File: config.mk
export PLATFORM = sky130hd
export DESIGN_NAME = seq_serial_addsub
export DESIGN_NICKNAME = d
export VERILOG_FILES = /design/src/rtl/seq_adder_pkg.sv /design/src/rtl/full_adder.sv /design/src/rtl/seq_serial_addsub.sv
export SDC_FILE = /design/constraint.sdc
export NUM_CORES = 1
export LEC_CHECK = 0
export ABC_AREA = 0
export CORE_MARGIN = 1.5
export CORE_UTILIZATION = 56
export CTS_CLUSTER_SIZE = 24
export DETAILED_ROUTE_END_ITERATION = 8
export GPL_ROUTABILITY_DRIVEN = 0
export PLACE_DENSITY = 0.84
export SETUP_SLACK_MARGIN = 0.05
export SYNTH_ARGS = -nofsm -noshare
export SYNTH_HDL_FRONTEND = slang
export SYNTH_SLANG_ARGS = --single-unit
File: constraint.sdc
create_clock -name clk -period 2.8 [get_ports clk]
set_clock_uncertainty 0.15 [all_clocks]
set_input_delay 0.42 -clock clk [delete_from_list [all_inputs] [get_ports clk]]
set_output_delay 0.42 -clock clk [all_outputs]
set_load 0.03 [all_outputs]
File: src/rtl/seq_adder_pkg.sv
`default_nettype none
// +----------------------------------------------------------------------+
// | seq_adder_pkg : shared FSM state type and sizing helper for the       |
// |                 bit-serial adder/subtractor.            Revision 1.0 |
// +----------------------------------------------------------------------+
package seq_adder_pkg;

  typedef enum logic [1:0] {
    IDLE = 2'd0,
    CALC = 2'd1,
    DONE = 2'd2
  } state_e;

  function automatic int cnt_width(input int width);
    return (width > 1) ? $clog2(width) : 1;
  endfunction

endpackage
`default_nettype wire

File: src/rtl/full_adder.sv
`default_nettype none
// +----------------------------------------------------------------------+
// | full_adder : single-bit full adder.                     Revision 1.0 |
// +----------------------------------------------------------------------+
module full_adder (
  input  logic a,
  input  logic b,
  input  logic cin,
  output logic s,
  output logic cout
);

  assign s    = a ^ b ^ cin;
  assign cout = (a & b) | (cin & (a ^ b));

endmodule
`default_nettype wire

File: src/rtl/seq_serial_addsub.sv
`default_nettype none
// +----------------------------------------------------------------------+
// | seq_serial_addsub : bit-serial LSB-first adder/subtractor with       |
// |                     valid/ready in and out.         Revision 1.0     |
// +----------------------------------------------------------------------+
module seq_serial_addsub
  import seq_adder_pkg::*;
#(
  parameter int WIDTH = 8
) (
  input  logic             clk,
  input  logic             reset,
  input  logic             src_valid,
  output logic             src_ready,
  input  logic [WIDTH-1:0] a,
  input  logic [WIDTH-1:0] b,
  input  logic             sub,
  output logic             dst_valid,
  input  logic             dst_ready,
  output logic [WIDTH-1:0] sum,
  output logic             carry_out,
  output logic             overflow,
  output logic             busy
);

  localparam int             CNT_W    = cnt_width(WIDTH);
  localparam logic [CNT_W-1:0] LAST_CNT = CNT_W'(WIDTH - 1);

  generate
    if (WIDTH < 2) begin : g_width_check
      $error("seq_serial_addsub: WIDTH must be >= 2");
    end
  endgenerate

  state_e             state_q, state_d;
  logic [WIDTH-1:0]   a_q, a_d;
  logic [WIDTH-1:0]   b_q, b_d;
  logic [WIDTH-2:0]   acc_q, acc_d;
  logic               carry_q, carry_d;
  logic [CNT_W-1:0]   cnt_q, cnt_d;
  logic [WIDTH-1:0]   sum_q, sum_d;
  logic               carry_out_q, carry_out_d;
  logic               overflow_q, overflow_d;

  logic               fa_s;
  logic               fa_cout;
  logic [WIDTH-1:0]   sum_shift;

  full_adder u_full_adder (
    .a    (a_q[0]),
    .b    (b_q[0]),
    .cin  (carry_q),
    .s    (fa_s),
    .cout (fa_cout)
  );

  // New sum bit enters at the MSB; after WIDTH shifts the word is aligned.
  assign sum_shift = {fa_s, acc_q};

  always_comb begin
    state_d     = state_q;
    a_d         = a_q;
    b_d         = b_q;
    acc_d       = acc_q;
    carry_d     = carry_q;
    cnt_d       = cnt_q;
    sum_d       = sum_q;
    carry_out_d = carry_out_q;
    overflow_d  = overflow_q;

    case (state_q)
      IDLE: begin
        if (src_valid) begin
          a_d     = a;
          b_d     = sub ? ~b : b;
          carry_d = sub;
          acc_d   = '0;
          cnt_d   = '0;
          state_d = CALC;
        end
      end
      CALC: begin
        a_d     = a_q >> 1;
        b_d     = b_q >> 1;
        acc_d   = sum_shift[WIDTH-1:1];
        carry_d = fa_cout;
        cnt_d   = cnt_q + CNT_W'(1);
        if (cnt_q == LAST_CNT) begin
          // carry_q is the carry into the MSB on this last step
          sum_d       = sum_shift;
          carry_out_d = fa_cout;
          overflow_d  = carry_q ^ fa_cout;
          cnt_d       = '0;
          state_d     = DONE;
        end
      end
      DONE: begin
        if (dst_ready) begin
          state_d = IDLE;
        end
      end
      default: state_d = IDLE;
    endcase
  end

  always_ff @(posedge clk or negedge reset) begin
    if (!reset) begin
      state_q     <= IDLE;
      a_q         <= '0;
      b_q         <= '0;
      acc_q       <= '0;
      carry_q     <= 1'b0;
      cnt_q       <= '0;
      sum_q       <= '0;
      carry_out_q <= 1'b0;
      overflow_q  <= 1'b0;
    end else begin
      state_q     <= state_d;
      a_q         <= a_d;
      b_q         <= b_d;
      acc_q       <= acc_d;
      carry_q     <= carry_d;
      cnt_q       <= cnt_d;
      sum_q       <= sum_d;
      carry_out_q <= carry_out_d;
      overflow_q  <= overflow_d;
    end
  end

  assign src_ready = (state_q == IDLE);
  assign busy      = (state_q != IDLE);
  assign dst_valid = (state_q == DONE);
  assign sum       = sum_q;
  assign carry_out = carry_out_q;
  assign overflow  = overflow_q;

endmodule
`default_nettype wire

==> summary.md, run 1 <==
| Metric | Value |
|---|---|
| Fill cells | about 240 |
| Detail Route Antenna Nets | 0 |
| First-pass GRT wire length | 5858 um |
| Syn Std Cell Area | 1898 sq um |
| Worst R2R Path Depth | 5 |
| Worst Hold Slack | 0.02095 ns |
| Total grt overflow | 0 |
| Drc violations | 0 |
| Post-synthesis sequential area ratio | 51.42% |
| TritonCTS buffer count | 5 |
| Drt first pass iters | 4 |
| DR WL/cell | 15.05 um |
| Final hold vios | 0 |
| FF-to-FF setup slack | 0.96 ns |
| Critical path launch point type | flip-flop |
| Design Area, Final | 2303 sq um |
| Peak supply drop | 0.0004688 V |
| Worst-path fanout max | 24 |
| Post-synthesis xor/xnor area fraction | under 10% |
| Ratio of cells with drive above 1 in the final layout | 14.51% |
| HPWL after DPL | 2389 um |
| Post-Syn Instances | 162 |
| Final worst path period share | 84.49% |
| Setup Total Neg Slack | 0 ns |
| Total Wirelength | 3567 um |
| RSZ-0062 raised after global routing | false |
| Detailed-route vias per instance | just under 6 |
| DIE AREA | 3748 sq um |
| Highest Clock Rate | approximately 0.42 GHz |
| Diode count | 0 |
| Total Routing Usage GR | 21.91% |
| Status | completed |
| Final Max Slew Viols | 0 |
| Die Y | 61.22 um |
| Crit Path Class | flip-flop to output port |
| Crit path required time | 2.23 ns |
| Floorplan core area | 3128 sq um |
| Max-cap viol count | 0 |
| Switching Fraction | 36.27% |
| Die width | 61.22 um |
| Register bit total from synthesis | 39 |
| Pwr/cell area | 989.2 nW/um^2 |
| Largest family of logic cells by synthesized area | compound AO/OA/AOI/OAI gates |
| I/O pins | 34 |
| Buffers on Ports | 33 |
| Initial cell density of the core | 60.68% |
| Sequential share of power | 40.9% |
| Post-synth cell types | 30 |
| Multiplexer share of the synthesized area | between 7 and 8% |
| Compound-gate portion of the synthesized area | 20.57% |
| Worst-path clk slew | 0.13 ns |
| Psw | 826.5 uW |
| Root buffer cell | clkbuf_4 |
| Htree depth | 2 |
| Iter 0 DRT Violations | 56 |
| Pin count of the biggest net entering global routing | 40 |
| CTS sink cnt | 39 |
| Post-synth net total | 186 |
| Critical Path AT | 1.80 ns |
| DR vias | approximately 1,400 |
| Hold crit path type | input pin to async pin |
| Worst-Margin Slew | 0.8692 ns |
| Slew margin rel. | 42.05% |
| Clock share of power | 16.7% |
| Area Growth Syn to Fin | 21.36% |
| Initial antenna violation count | 0 |
| Post-synth ARST share | 100.0% |
| # nets final | between 200 and 250 |
| CTS Hold Bufs | 0 |
| Post-synthesis simple-gate area fraction | 7.910% |
| Clock latency at the later pin of the worst-skew pair | 0.34 ns |
| Seq. cell area | 975.9 sq um |
| EDFF count, synth | 0 |
| Post-DP Area | 2222 sq um |
| Post-CTS Setup Bufs | 0 |
| Adder-cell share of the synthesized area | ~2.4% |
| Post-route minimum period | 2.366 ns |
| CTS tree | yes |
| Final Power | 2.279 mW |
| Cell-internal power | 1.452 mW |
| R2R Path Start | state_q[0]$_DFFE_PN0P_ |
| Number of gates resized after cts | 0 |
| Ys Warns | 0 |
| Reg2reg end | b_q[0]$_DFFE_PN0P_ |
| Area of the multi-input gates | 802.0 sq um |
| Final setup viols | 0 |
| CP Capture Type | output port |
| Vias in the first global route | between 1,000 and 1,500 |
| Leak Pwr | approximately 1.0 nW |
| Clk buf depth | 2 |
| Crit path launch | state_q[1]$_DFFE_PN0P_ |
| Post-Syn Area per Cell | 11.72 sq um |
| Predominant post-synthesis flop cell | dfrtp_1 |
| FP Rows | 20 |
| Combinational power share | a little over two fifths |
worst max-delay path by stage:
stage / slack (ns) / endpoint
after global placement: 0.56 / a_q[4]$_DFFE_PN0P_
final: 0.43 / dst_valid
after detailed placement: 0.42 / a_q[7]$_DFFE_PN0P_
after floorplan: 1.05 / src_ready
after global routing: 0.31 / dst_valid
after CTS: 0.42 / dst_valid
registers in the layout (all words and copies together) (netlist names):
| signal | cells |
|---|---|
| state_q | 2 |
| acc_q | 7 |
| a_q | 8 |
| overflow | 1 |
| b_q | 8 |
| carry_q | 1 |
| carry_out | 1 |
| sum | 8 |
| cnt_q | 3 |
power by group through the flow:
stage / combinational (mW) / sequential [mW] / clock [mW]
2_1_floorplan: 0.609 / 1.03 / 0
3_3_place_gp: 0.942 / 0.932 / 0
3_5_place_dp: 0.971 / 0.943 / 0
4_1_cts: 0.975 / 0.935 / 0.387
5_1_grt: 1.05 / 0.962 / 0.418
6_report: 0.965 / 0.933 / 0.380
cells in the mapped netlist, types with 2 or more instances:
library cell,count,area share (%)
a21oi_1,10,2.6
a221o_1,2,1.1
a221o_2,4,2.4
a22o_1,10,4.6
a22oi_1,9,3.6
buf_2,9,2.4
buf_4,2,0.79
buf_6,2,1.2
dfrtp_1,39,51
ha_1,2,1.3
inv_1,9,1.8
mux2_2,2,1.2
mux2_4,7,5.5
nand2_1,4,0.79
nor2_1,3,0.59
nor2b_1,11,3.6
o21ai_0,12,3.2
o32ai_1,6,2.8
xnor2_1,8,3.7
layout make-up:
class,instances,share of cell area [%]
Tap cell,44,2.390
Sequential cell,39,42.37
Inverter,9,1.467
Clock buffer,5,1.630
Multi-Input combinational cell,100,34.82
Timing Repair Buffer,37,15.43
Clock inverter,3,1.901
worst max-delay path, stage by stage (launching register included):
cell             delay (ns)
dfrtp_1                0.37
buf_4                  0.26
nand2b_1               0.10
inv_1                  0.07
clkdlybuf4s50_1        0.66
per-layer routing:
layer / vias up / share of wire (%) / GRT usage [%]
met5: - / 0 / 0
met3: 4 / 3.7 / 6.303
met2: 40 / 51 / 35.26
met1: 680 / 44 / 27.43
li1: 643 / - / -
met4: 0 / 1.2 / 9.938
metrics by stage:
step / util [%] / instances / setup WS (ns)
floorplan: - / 162 / 1.052
global placement: 71.04 / 229 / 0.5588
detailed placement: 71.04 / 229 / 0.4156
CTS: 73.64 / 237 / 0.4160
global route: 73.64 / 237 / 0.3098
finish: 73.64 / 237 / 0.4343
cells in the final DEF, fill, tap and decap left out, types with 5 or more instances in the layout:
cell type,netlist,final
dfrtp_1,39,39
clkdlybuf4s50_1,0,32
o21ai_0,12,12
nor2b_1,11,11
a21oi_1,10,10
a22o_1,10,10
inv_1,9,9
a22oi_1,9,9
xnor2_1,8,8
mux2_4,7,7
o32ai_1,6,6
clkbuf_4,0,5
kinds of logic after synthesis:
family | after synthesis
buffers and inverters | 23
AOI/OAI and AO/OA | 54
xor gates and xnor gates | 9
DFF | 39
adders and majority gates | 3
and+or+nand+nor | 24
muxes | 10
No activity file was read; power rests on OpenSTA's default activity.
==> inputs of run 2 (changes only) <==
- CORE_UTILIZATION: 56 -> 52
- PLACE_DENSITY: 0.84 -> 0.79
- clock period: 2.8 -> 2.4 ns (I/O delays scaled with it)
==> run 2 against run 1 <==
Net effect: clock power rose by 16%; worst setup slack got worse by 0.21 ns; combinational power rose by 17%; register-to-register slack got worse by 0.25 ns; flip-flop and latch count did not move; core utilization fell by 5.4 points; critical path type unchanged; largest cell class unchanged.
==> summary.md, run 2 (synthesis gave the netlist of run 1 again) <==
| Metric | Value |
|---|---|
| Clk buf depth | 2 (unchanged) |
| Total Routing Usage GR | 20.25% (-1.7 points) |
| CTS tree | yes |
| Die width | 63.42 um (+3.6%) |
| Cell-internal power | 1.696 mW (+17%) |
| DIE AREA | 4021 sq um (+7.3%) |
| Final worst path period share | 90.48% |
| I/O pins | 34 (unchanged) |
| FP Rows | 21 (+5.0%) |
| Crit Path Class | flip-flop to output port |
| Diode count | 0 (unchanged) |
| RSZ-0062 raised after global routing | false |
| Ratio of cells with drive above 1 in the final layout | 15.31% (+0.80 points) |
| Buffers on Ports | 33 (unchanged) |
| TritonCTS buffer count | 5 (unchanged) |
| Hold crit path type | flip-flop to flip-flop |
| Detailed-route vias per instance | 5.657 (-1.9%) |
| Leak Pwr | 1.061 nW (+3.3%) |
| DR vias | 1,369 (+0.15%) |
| Sequential share of power | 41.1% (+0.2 points) |
| Initial cell density of the core | 55.57% (-5.1 points) |
| Final setup viols | 0 (unchanged) |
| Floorplan core area | 3416 sq um (+9.2%) |
| Psw | 967.5 uW (+17%) |
| Critical path launch point type | flip-flop |
| Worst-path fanout max | 3 (-88%) |
| Total grt overflow | 0 (unchanged) |
| CP Capture Type | output port |
| Peak supply drop | 0.0004501 V (-4.0%) |
| First-pass GRT wire length | 6382 um (+8.9%) |
| Worst-Margin Slew | 0.8390 ns (-0.03022 ns) |
| Commonest non-fill, non-tap cell in the layout | dfrtp_1 |
| Detail Route Antenna Nets | 0 (unchanged) |
| Pwr/cell area | 1142 nW/um^2 (+15%) |
| Post-DP Area | 2240 sq um (+0.79%) |
| Design Area, Final | 2332 sq um (+1.2%) |
| Die Y | 63.42 um (+3.6%) |
| Setup Total Neg Slack | 0 ns (unchanged) |
| Pin count of the biggest net entering global routing | 40 (unchanged) |
| Clock latency at the later pin of the worst-skew pair | 0.34 ns (about the same) |
| Worst-path clk slew | 0.12 ns (about the same) |
| Switching Fraction | 36.33% (+0.055 points) |
| FF-to-FF setup slack | 0.71 ns (-0.25 ns) |
| Highest Clock Rate | around 0.46 GHz |
| Final hold vios | 0 (unchanged) |
| Critical Path AT | 1.66 ns (-0.14 ns) |
| Vias in the first global route | 1,396 (+6.6%) |
| Total Wirelength | 3676 um (+3.1%) |
| Iter 0 DRT Violations | 74 (+32%) |
| HPWL after DPL | 2543 um (+6.4%) |
| Met3 Use GR | 4.464% (-1.8 points) |
| # nets final | 219 (+1.4%) |
| GR peak layer | met2 |
| M2 GR Usage | 35.66% (+0.40 points) |
| Slew margin rel. | 44.07% (+2.0 points) |
| Commonest cells after routing, fill and taps aside | dfrtp_1, clkdlybuf4s50_1, o21ai_0 |
| Crit path required time | 1.89 ns (-0.34 ns) |
| M1 GR Usage | 24.58% (-2.9 points) |
| Status | completed |
| Drt first pass iters | 4 (unchanged) |
| Final Max Slew Viols | 0 (unchanged) |
| Max-cap viol count | 0 (unchanged) |
| Combinational power share | 42.4% (about the same) |
| Drc violations | 0 (unchanged) |
| Post-CTS Setup Bufs | 0 (unchanged) |
| Htree depth | 2 (unchanged) |
| Root buffer cell | clkbuf_4 |
| Clock share of power | 16.6% (about the same) |
| Area Growth Syn to Fin | 22.87% |
| CTS sink cnt | 39 (unchanged) |
| DR WL/cell | 15.19 um (+0.93%) |
| Initial antenna violation count | 0 (unchanged) |
| Post-route minimum period | 2.171 ns |
## run 2: changes by cell type in the layout (fill, tap and decap cells not counted), sizes merged
cell           previous run  this run
dlygate4sd3               0         1
clkdlybuf4s50            32        30
dlymetal6s2s              0         1
dlygate4sd2               0         1
buf                       5         7
## run 2: stage by stage
step | power (mW) | util, % | instances | setup slack (ns) | hold slack [ns]
after floorplan | 1.908 | - | 162 | 0.7116 | -0.08559
after global placement | 2.192 | 65.57 | 233 | 0.4467 | 0.3132
after detailed placement | 2.243 | 65.57 | 233 | 0.4105 | 0.3380
after CTS | 2.686 | 68.21 | 242 | 0.09302 | 0.3751
after global routing | 2.843 | 68.28 | 242 | 0.1652 | 0.3915
final | 2.663 | 68.28 | 242 | 0.2286 | 0.3707
## run 2: worst paths after layout
path,to,cells past startpoint,from
setup / recovery,busy,2,state_q[0]$_DFFE_PN0P_
hold / removal,a_q[7]$_DFFE_PN0P_,2,a_q[7]$_DFFE_PN0P_
setup reg to reg,b_q[2]$_DFFE_PN0P_,4,state_q[0]$_DFFE_PN0P_
hold reg to reg,a_q[7]$_DFFE_PN0P_,2,a_q[7]$_DFFE_PN0P_
max in group asynchronous,b_q[3]$_DFFE_PN0P_,2,reset
min in group asynchronous,b_q[4]$_DFFE_PN0P_,2,reset
## run 2: repair_timing
| item | CTS | global route |
|---|---|---|
| endpoints found under the hold margin | 39 | 0 |
| gates resized for setup | 1 | 1 |
| hold buffers | 1 | 0 |
| endpoints found under the setup margin | 1 | 1 |
## run 2: area by class of cell
| cell class | count | area [sq um] |
|---|---|---|
| clock buffer | 5 | 37.54 |
| tap | 46 | 57.56 |
| fill | 267 | 1084 |
| timing repair buffer | 40 | 381.6 |
| clock inverter | 3 | 43.79 |
| multi-input combinational | 100 | 802.0 |
| inverter | 9 | 33.78 |
| sequential | 39 | 975.9 |
## run 2: power groups by stage
stage                     sequential, mW  clock, mW  combinational, mW
final                               1.09      0.441               1.13
after global routing                1.13      0.487               1.23
after CTS                           1.09      0.449               1.14
after detailed placement            1.10          0               1.14
after global placement              1.09          0               1.10
after floorplan                     1.20          0              0.710
## run 2: critical path: stages, from the launching register on
cell             delay (ns)
dfrtp_1                0.41
or2_2                  0.31
clkdlybuf4s50_1        0.60
## run 2: metal layers
metal / vias up / part of all wire, %
li1: 648 / -
met1: 676 / 43
met2: 39 / 52
met3: 6 / 4.1
met4: 0 / 1.3
met5: - / 0
